$ cat config.mk
export PLATFORM = sky130hd
export DESIGN_NAME = conv_channel_sched
export DESIGN_NICKNAME = d
export VERILOG_FILES = /design/src/rtl/conv_channel_sched.sv
export SDC_FILE = /design/constraint.sdc
export NUM_CORES = 1
export LEC_CHECK = 0
export ABC_AREA = 1
export BUFFER_PORTS_ARGS = -buffer_cell sky130_fd_sc_hd__buf_2
export CORE_MARGIN = 5
export CORE_UTILIZATION = 25
export CTS_CLUSTER_DIAMETER = 100
export DETAILED_ROUTE_END_ITERATION = 7
export PLACE_DENSITY = 0.45
export SLEW_MARGIN = 5
export SYNTH_ARGS = -nofsm -noshare
export SYNTH_HDL_FRONTEND = slang
export SYNTH_SLANG_ARGS = --single-unit
$ cat constraint.sdc
create_clock -name clk -period 1.8 [get_ports clk]
set_clock_uncertainty 0.05 [all_clocks]
set_input_delay 0.36 -clock clk [delete_from_list [all_inputs] [get_ports clk]]
set_output_delay 0.36 -clock clk [all_outputs]
set_load 0.02 [all_outputs]
$ cat src/rtl/conv_channel_sched.sv
// Output-channel loop sequencer for one convolution layer: loads the bias per channel,
// then issues one MAC job per output position through a start/done handshake.
module conv_channel_sched #(
  parameter int OC    = 7,
  parameter int NPOS  = 676,
  parameter int POS_W = 10
) (
  input  logic             clk,
  input  logic             rst,
  input  logic             start,
  input  logic             mac_done,
  output logic [3:0]       cout,
  output logic             c_load,
  output logic             bias_valid,
  output logic [POS_W-1:0] pos,
  output logic             mac_start,
  output logic             busy,
  output logic             done
);

  typedef enum logic [2:0] {
    S_IDLE, S_LOAD, S_BWAIT, S_ISSUE, S_WAIT, S_NEXT, S_FIN
  } state_t;

  localparam logic [3:0]       OC_LAST  = 4'(OC);
  localparam logic [POS_W-1:0] POS_LAST = POS_W'(NPOS - 1);

  state_t           r_state, w_state_nxt;
  logic [3:0]       r_cout, w_cout_nxt;
  logic [POS_W-1:0] r_pos, w_pos_nxt;

  always_ff @(posedge clk) begin
    if (rst) begin
      r_state <= S_IDLE;
      r_cout  <= '0;
      r_pos   <= '0;
    end else begin
      r_state <= w_state_nxt;
      r_cout  <= w_cout_nxt;
      r_pos   <= w_pos_nxt;
    end
  end

  always_comb begin
    w_state_nxt = r_state;
    w_cout_nxt  = r_cout;
    w_pos_nxt   = r_pos;
    case (r_state)
      S_IDLE: begin
        if (start) begin
          w_state_nxt = S_LOAD;
          w_cout_nxt  = '0;
          w_pos_nxt   = '0;
        end
      end
      // ROM registers the bias at the end of LOAD; BWAIT covers its output latency
      S_LOAD:  w_state_nxt = S_BWAIT;
      S_BWAIT: w_state_nxt = S_ISSUE;
      S_ISSUE: w_state_nxt = S_WAIT;
      S_WAIT: begin
        if (mac_done) begin
          if (r_pos == POS_LAST) begin
            w_pos_nxt   = '0;
            w_state_nxt = S_NEXT;
          end else begin
            w_pos_nxt   = r_pos + POS_W'(1);
            w_state_nxt = S_ISSUE;
          end
        end
      end
      S_NEXT: begin
        if (r_cout == OC_LAST) begin
          w_state_nxt = S_FIN;
        end else begin
          w_cout_nxt  = r_cout + 4'd1;
          w_state_nxt = S_LOAD;
        end
      end
      S_FIN: begin
        w_cout_nxt  = '0;
        w_state_nxt = S_IDLE;
      end
      default: w_state_nxt = S_IDLE;
    endcase
  end

  // Strobes are pure state decodes, so no input reaches an output combinationally
  always_comb begin
    c_load     = 1'b0;
    bias_valid = 1'b0;
    mac_start  = 1'b0;
    busy       = 1'b1;
    done       = 1'b0;
    case (r_state)
      S_IDLE:  busy       = 1'b0;
      S_LOAD:  c_load     = 1'b1;
      S_ISSUE: begin
        mac_start  = 1'b1;
        bias_valid = 1'b1;
      end
      S_WAIT:  bias_valid = 1'b1;
      S_NEXT:  bias_valid = 1'b1;
      S_FIN:   done       = 1'b1;
      default: busy       = 1'b1;
    endcase
  end

  assign cout = r_cout;
  assign pos  = r_pos;

endmodule

* After elaboration in Yosys (flattened, before gate mapping)
Index checks and enable logic that the tools add are counted.
Storage, ports and cells: register bits after elaboration 17, bits of input ports 4, output and inout port bits 19, word-level logic and storage cells 40
Operators by class: $add $sub $neg 2, reduce and logical (&&, ||, !) cells 7, equal/unequal tests 11, multiplexer cells 17
Operators by type and width (count):
- 2-to-1 mux 10 bit | 3
- one-hot mux 10 bit (2 select lines) | 1
- one-hot mux 3 bit (6 select lines) | 1
- 2-to-1 mux 3 bit | 4
- one-hot mux 4 bit (3 select lines) | 1
- adder 10 x 1 -> 10 bit, second input constant | 1
- == test 10 bit, second input constant | 1
- == test 3 bit, second input constant | 3
- 2-to-1 mux 4 bit | 2
- == test 3 x 2 -> 1 bit, second input constant | 2
- inequality test 2 bit, second input constant | 3
- AND reduction 3 bit | 2
- 2-to-1 mux 1 bit | 5
- adder 4 x 1 -> 4 bit, second input constant | 1
- == test 4 x 3 -> 1 bit, second input constant | 1
- == test 3 x 1 -> 1 bit, second input constant | 1
- zero test 3 bit | 1
- nonzero test 3 bit | 1
- OR reduction 3 bit | 1
- AND reduction 2 bit | 1
- nonzero test 2 bit | 1

* Longest topological paths before layout
depth after elaboration 4, depth in mapped cells 9

* Least setup slack after synthesis
No wires, ideal clock.
kind reg-to-reg, from register r_pos[1] (netlist: pos[1]), to register r_pos[6] (netlist: pos[6]), stages on the path, launching flop included 9, data arrival time 1.307 ns, period minus slack after synthesis 1.469 ns, data required time 1.637 ns, library setup time 0.113 ns, setup slack 0.331 ns, path through dfxtp_1 > ha_1 > inv_1 > nor2_1 > inv_1 > nor2_1 > nand2_1 > nor2_1 > nor2_1
On the way: longest elaborated chain between the ends 4, elaborated cells between the ends (all ways) 5, those cells by class add/sub (1); eq/ne (1); mux (3)
RTL lines:
- start, declared | line 30 | logic [POS_W-1:0] r_pos, w_pos_nxt;
- start signal, assigned | line 40 | r_pos <= w_pos_nxt;
- adder 10 x 1 -> 10 bit or == test 10 bit (tied branches) | line 66, 62
- 2-to-1 mux 10 bit (*) | line 62 | if (r_pos == POS_LAST) begin
- 2-to-1 mux 10 bit (*) | line 61 | if (mac_done) begin
- one-hot mux 10 bit (2 select lines) (*) | line 48 | case (r_state)
Mark *: on every way between the ends. The rest lies on a longest branch, timed or not. The select of a mux whose other input is x is not followed. A chain may end at the register's enable or synchronous reset.

* Worst setup path in the final report
from register r_state[0], to output port mac_start
On the way: longest elaborated chain between the ends 2
RTL lines:
- start, declared | line 28 | state_t r_state, w_state_nxt;
- start signal, assigned | line 38 | r_state <= w_state_nxt;
- == test 3 x 2 -> 1 bit | line 94 | case (r_state)
- 2-to-1 mux 1 bit | line 94
- end, declared | line 16 | output logic mac_start,
No other way between the ends.

==> impl_results.md <==
* Status: completed
* CP Class: reg2out
* Worst path cell trace: inv_1 > nor3_1 > buf_2
* Grt ovf at 0
* Final worst slack at 83.90 ps
* Multi-input logic area at 601.8 µm²
* Logic pwr share at 0.185
* DIE WIDTH at 75.23 µm
* Wire per inst at 10.92 µm
* Switch share at 0.3091
* Post-synthesis register bit count at 17
* Register Area at 340.3 µm²
* H-tree depth at 1
* RSZ-0062 raised after global routing: no
* Number of global-route vias before repair at roughly 1000
* Synth Area in Adders at 0.02353
* Endpoint type of the worst setup path: output pin
* Max-slew violations at 0
* Main combinational cell family by area after synthesis: simple AND/OR/NAND/NOR gates
* Root Driver: clkbuf_8
* Core area at 4058 µm²
* Min cycle time layout at 1716 ps
* Rel. slew slack at 0.7959
* Gr usage total at 0.1017
* CTS resizes at 0
* Yosys cell types at 26
* CTS sink count at 17
* CTS buffer count at 3
* Worst Hold Class: in2reg
* Internal power at 0.5835 mW
* CTS clock-pin slew for the worst setup and hold paths at about 70 ps
* Final TNS setup at 0 ps
* Setup crit start kind: flop
* Syn Inst Count at 167
* Total wire length at approximately 2600 µm
* DP HPWL at 2016 µm
* Net Sw Power at 0.2611 mW
* Post-synthesis xor/xnor area fraction at 0.008235
* Mean Syn Cell Area at 6.368 µm²
* Pwr dens at 669.7 nW/µm²
* First-pass GRT wire length at between 4000 and 5000 µm
* Hold Fails Final Rpt at 0
* Crit path buf inv count at 2
* Ys Warns at 0
* Die area at approximately 5700 µm²
* 1st-iter DRT viols at 78
* Drt drc at 0
* Initial antenna violation count at 0
* Clock network fraction of total power at 0.353
* RePlAce Congestion at 0.7823
* Remaining antenna violation count at 0
* Seq pwr share at 0.462
* CTS tree: yes
* Compound-cell area share of the yosys netlist at 0.1094
* Top-Level Pins at 23
* Delay-heaviest family, CP: flip-flops
* IO Port Bufs at 22
* Starting Density at 0.2621
* Ant diodes at 0
* Power, Total at about 0.84 mW
* Peak supply drop at 0.1888 mV
* Synthesized net count at 173
* Dpl ws at ~270 ps
* Row cnt at 23
* Layout net count at 198
* Pre-antenna DRT Iters at 4
* Layout cell share with drive strength beyond 1 at 0.2251
* Height of the die at roughly 75 µm
* CP Data Required Time at 1390 ps
* Slew at the pin closest to its max-slew limit at approximately 300 ps
* Crit-path max FO at 5
* Flop-to-flop setup slack at 280 ps
* Lkg Pwr at 0.6054 nW
* Post-synthesis mux area share at 0
* Mapped cell area at 1064 µm²
* Post-CTS setup buffer count at 0
* Vias at 1058
* Fillers at approximately 460
* Max frequency at 0.5827 GHz
* Final worst path period share at 0.9534
* Critical path's largest stage delay at ~430 ps
* Critical path's slowest cell: dfxtp_1
* Layout area overhead at 18.59%
* Skew-Pair Late Insertion Delay at 250 ps
* Synth Area in Simple Gates at 0.4247
* Total of max-cap violations at 0
* # setup viols final at 0
* CP Data Arrival Time at between 1000 and 1500 ps
* Vias per std cell at 4.390
* Sequential share of the synthesized area at 0.3200
* Clk buf depth at 2
* Hold_buf cts at 0
* Largest net degree at the start of global routing at 12
[logic make-up (layout without fill, tap and decap cells)]
logic type / after synthesis / count (layout)
compound gates: 18 / 18
flops: 17 / 17
buf+inv: 29 / 53
fa+ha+maj: 2 / 2
xor+xnor: 1 / 1
simple gates: 100 / 100
[final timing paths]
check	to	start	cells past startpoint
worst max register to register	pos[6]	pos[0]	8
worst min register to register	cout[1]	cout[1]	2
worst min-delay path	r_state[2]	mac_done	4
worst max-delay path	mac_start	r_state[0]	3
[tightest hold or removal path: stages]
cell	delay (ps)
buf_2	90
inv_1	40
nand2_1	70
a21oi_1	70
[synth_stat cells]
master / number / area (µm²)
a21o_1: 1 / 7.510
a21oi_1: 10 / 50.05
a21oi_4: 1 / 16.27
buf_6: 1 / 11.26
dfxtp_1: 17 / 340.3
dlygate4sd1_1: 1 / 8.760
ha_1: 2 / 25.02
inv_1: 22 / 82.58
inv_2: 5 / 18.77
nand2_1: 45 / 168.9
nand2_2: 3 / 18.77
nand3_1: 13 / 65.06
nand3_2: 1 / 10.01
nand3b_1: 1 / 7.510
nand4_1: 3 / 18.77
nor2_1: 25 / 93.84
nor2_2: 1 / 6.260
nor2_4: 3 / 33.78
nor3_1: 2 / 10.01
nor4_1: 1 / 6.260
o21ai_0: 1 / 5.000
o21ai_1: 1 / 5.000
o21ai_2: 2 / 17.52
o21bai_1: 2 / 15.01
or2_2: 2 / 12.51
xor2_1: 1 / 8.760
[layout make-up]
cell class / count / share of cell area
Clock buffer: 4 / 0.03571
Multi-Input combinational cell: 121 / 0.4772
Timing Repair Buffer: 22 / 0.08730
Tap cell: 50 / 0.04960
Sequential cell: 17 / 0.2698
Inverter: 27 / 0.08036
[metal layers]
metal  vias to the layer above  part of all wire  GRT usage
met3                         2             0.037    0.01469
li1                        572                 -          -
met5                         -                 0          0
met4                         0             0.013    0.04078
met1                       468              0.51     0.1439
met2                        16              0.44     0.1547
[cell usage in the layout (no fill, tap or decap)]
cell type  Yosys  final
buf_2          0     22
xor2_1         1      1
nand2_2        3      3
dfxtp_1       17     17
nor4_1         1      1
nor2_4         3      3
nand3b_1       1      1
o21ai_0        1      1
inv_2          5      5
nor2_1        25     25
or2_2          2      2
nand2_1       45     45
a21o_1         1      1
clkbuf_1       0      1
nand3_1       13     13
o21ai_1        1      1
a21oi_1       10     10
inv_1         22     22
a21oi_4        1      1
clkbuf_8       0      3
nor2_2         1      1
o21bai_1       2      2
nand4_1        3      3
o21ai_2        2      2
ha_1           2      2
nand3_2        1      1
nor3_1         2      2
[per-stage QoR]
stage | cells | utilization | hold slack [ps] | cell area, µm²
after detailed placement | 237 | 0.2997 | 442.3 | 1216
after CTS | 241 | 0.3108 | 375.4 | 1261
after global placement | 237 | 0.2997 | 449.0 | 1216
after floorplan | 167 | - | 451.9 | 1064
after global routing | 241 | 0.3108 | 428.5 | 1261
final | 241 | 0.3108 | 380.8 | 1261
[flip-flops by register name (all words and copies together), names as in the netlist]
register,flops
pos,10
cout,4
r_state,3
[power groups by stage]
stage	sequential [mW]	clock (mW)	combinational, mW
global placement	0.399	0	0.159
global route	0.392	0.319	0.174
finish	0.390	0.298	0.156
CTS	0.390	0.306	0.158
detailed placement	0.399	0	0.157
floorplan	0.398	0	0.126
No activity file was read; power rests on OpenSTA's default activity.
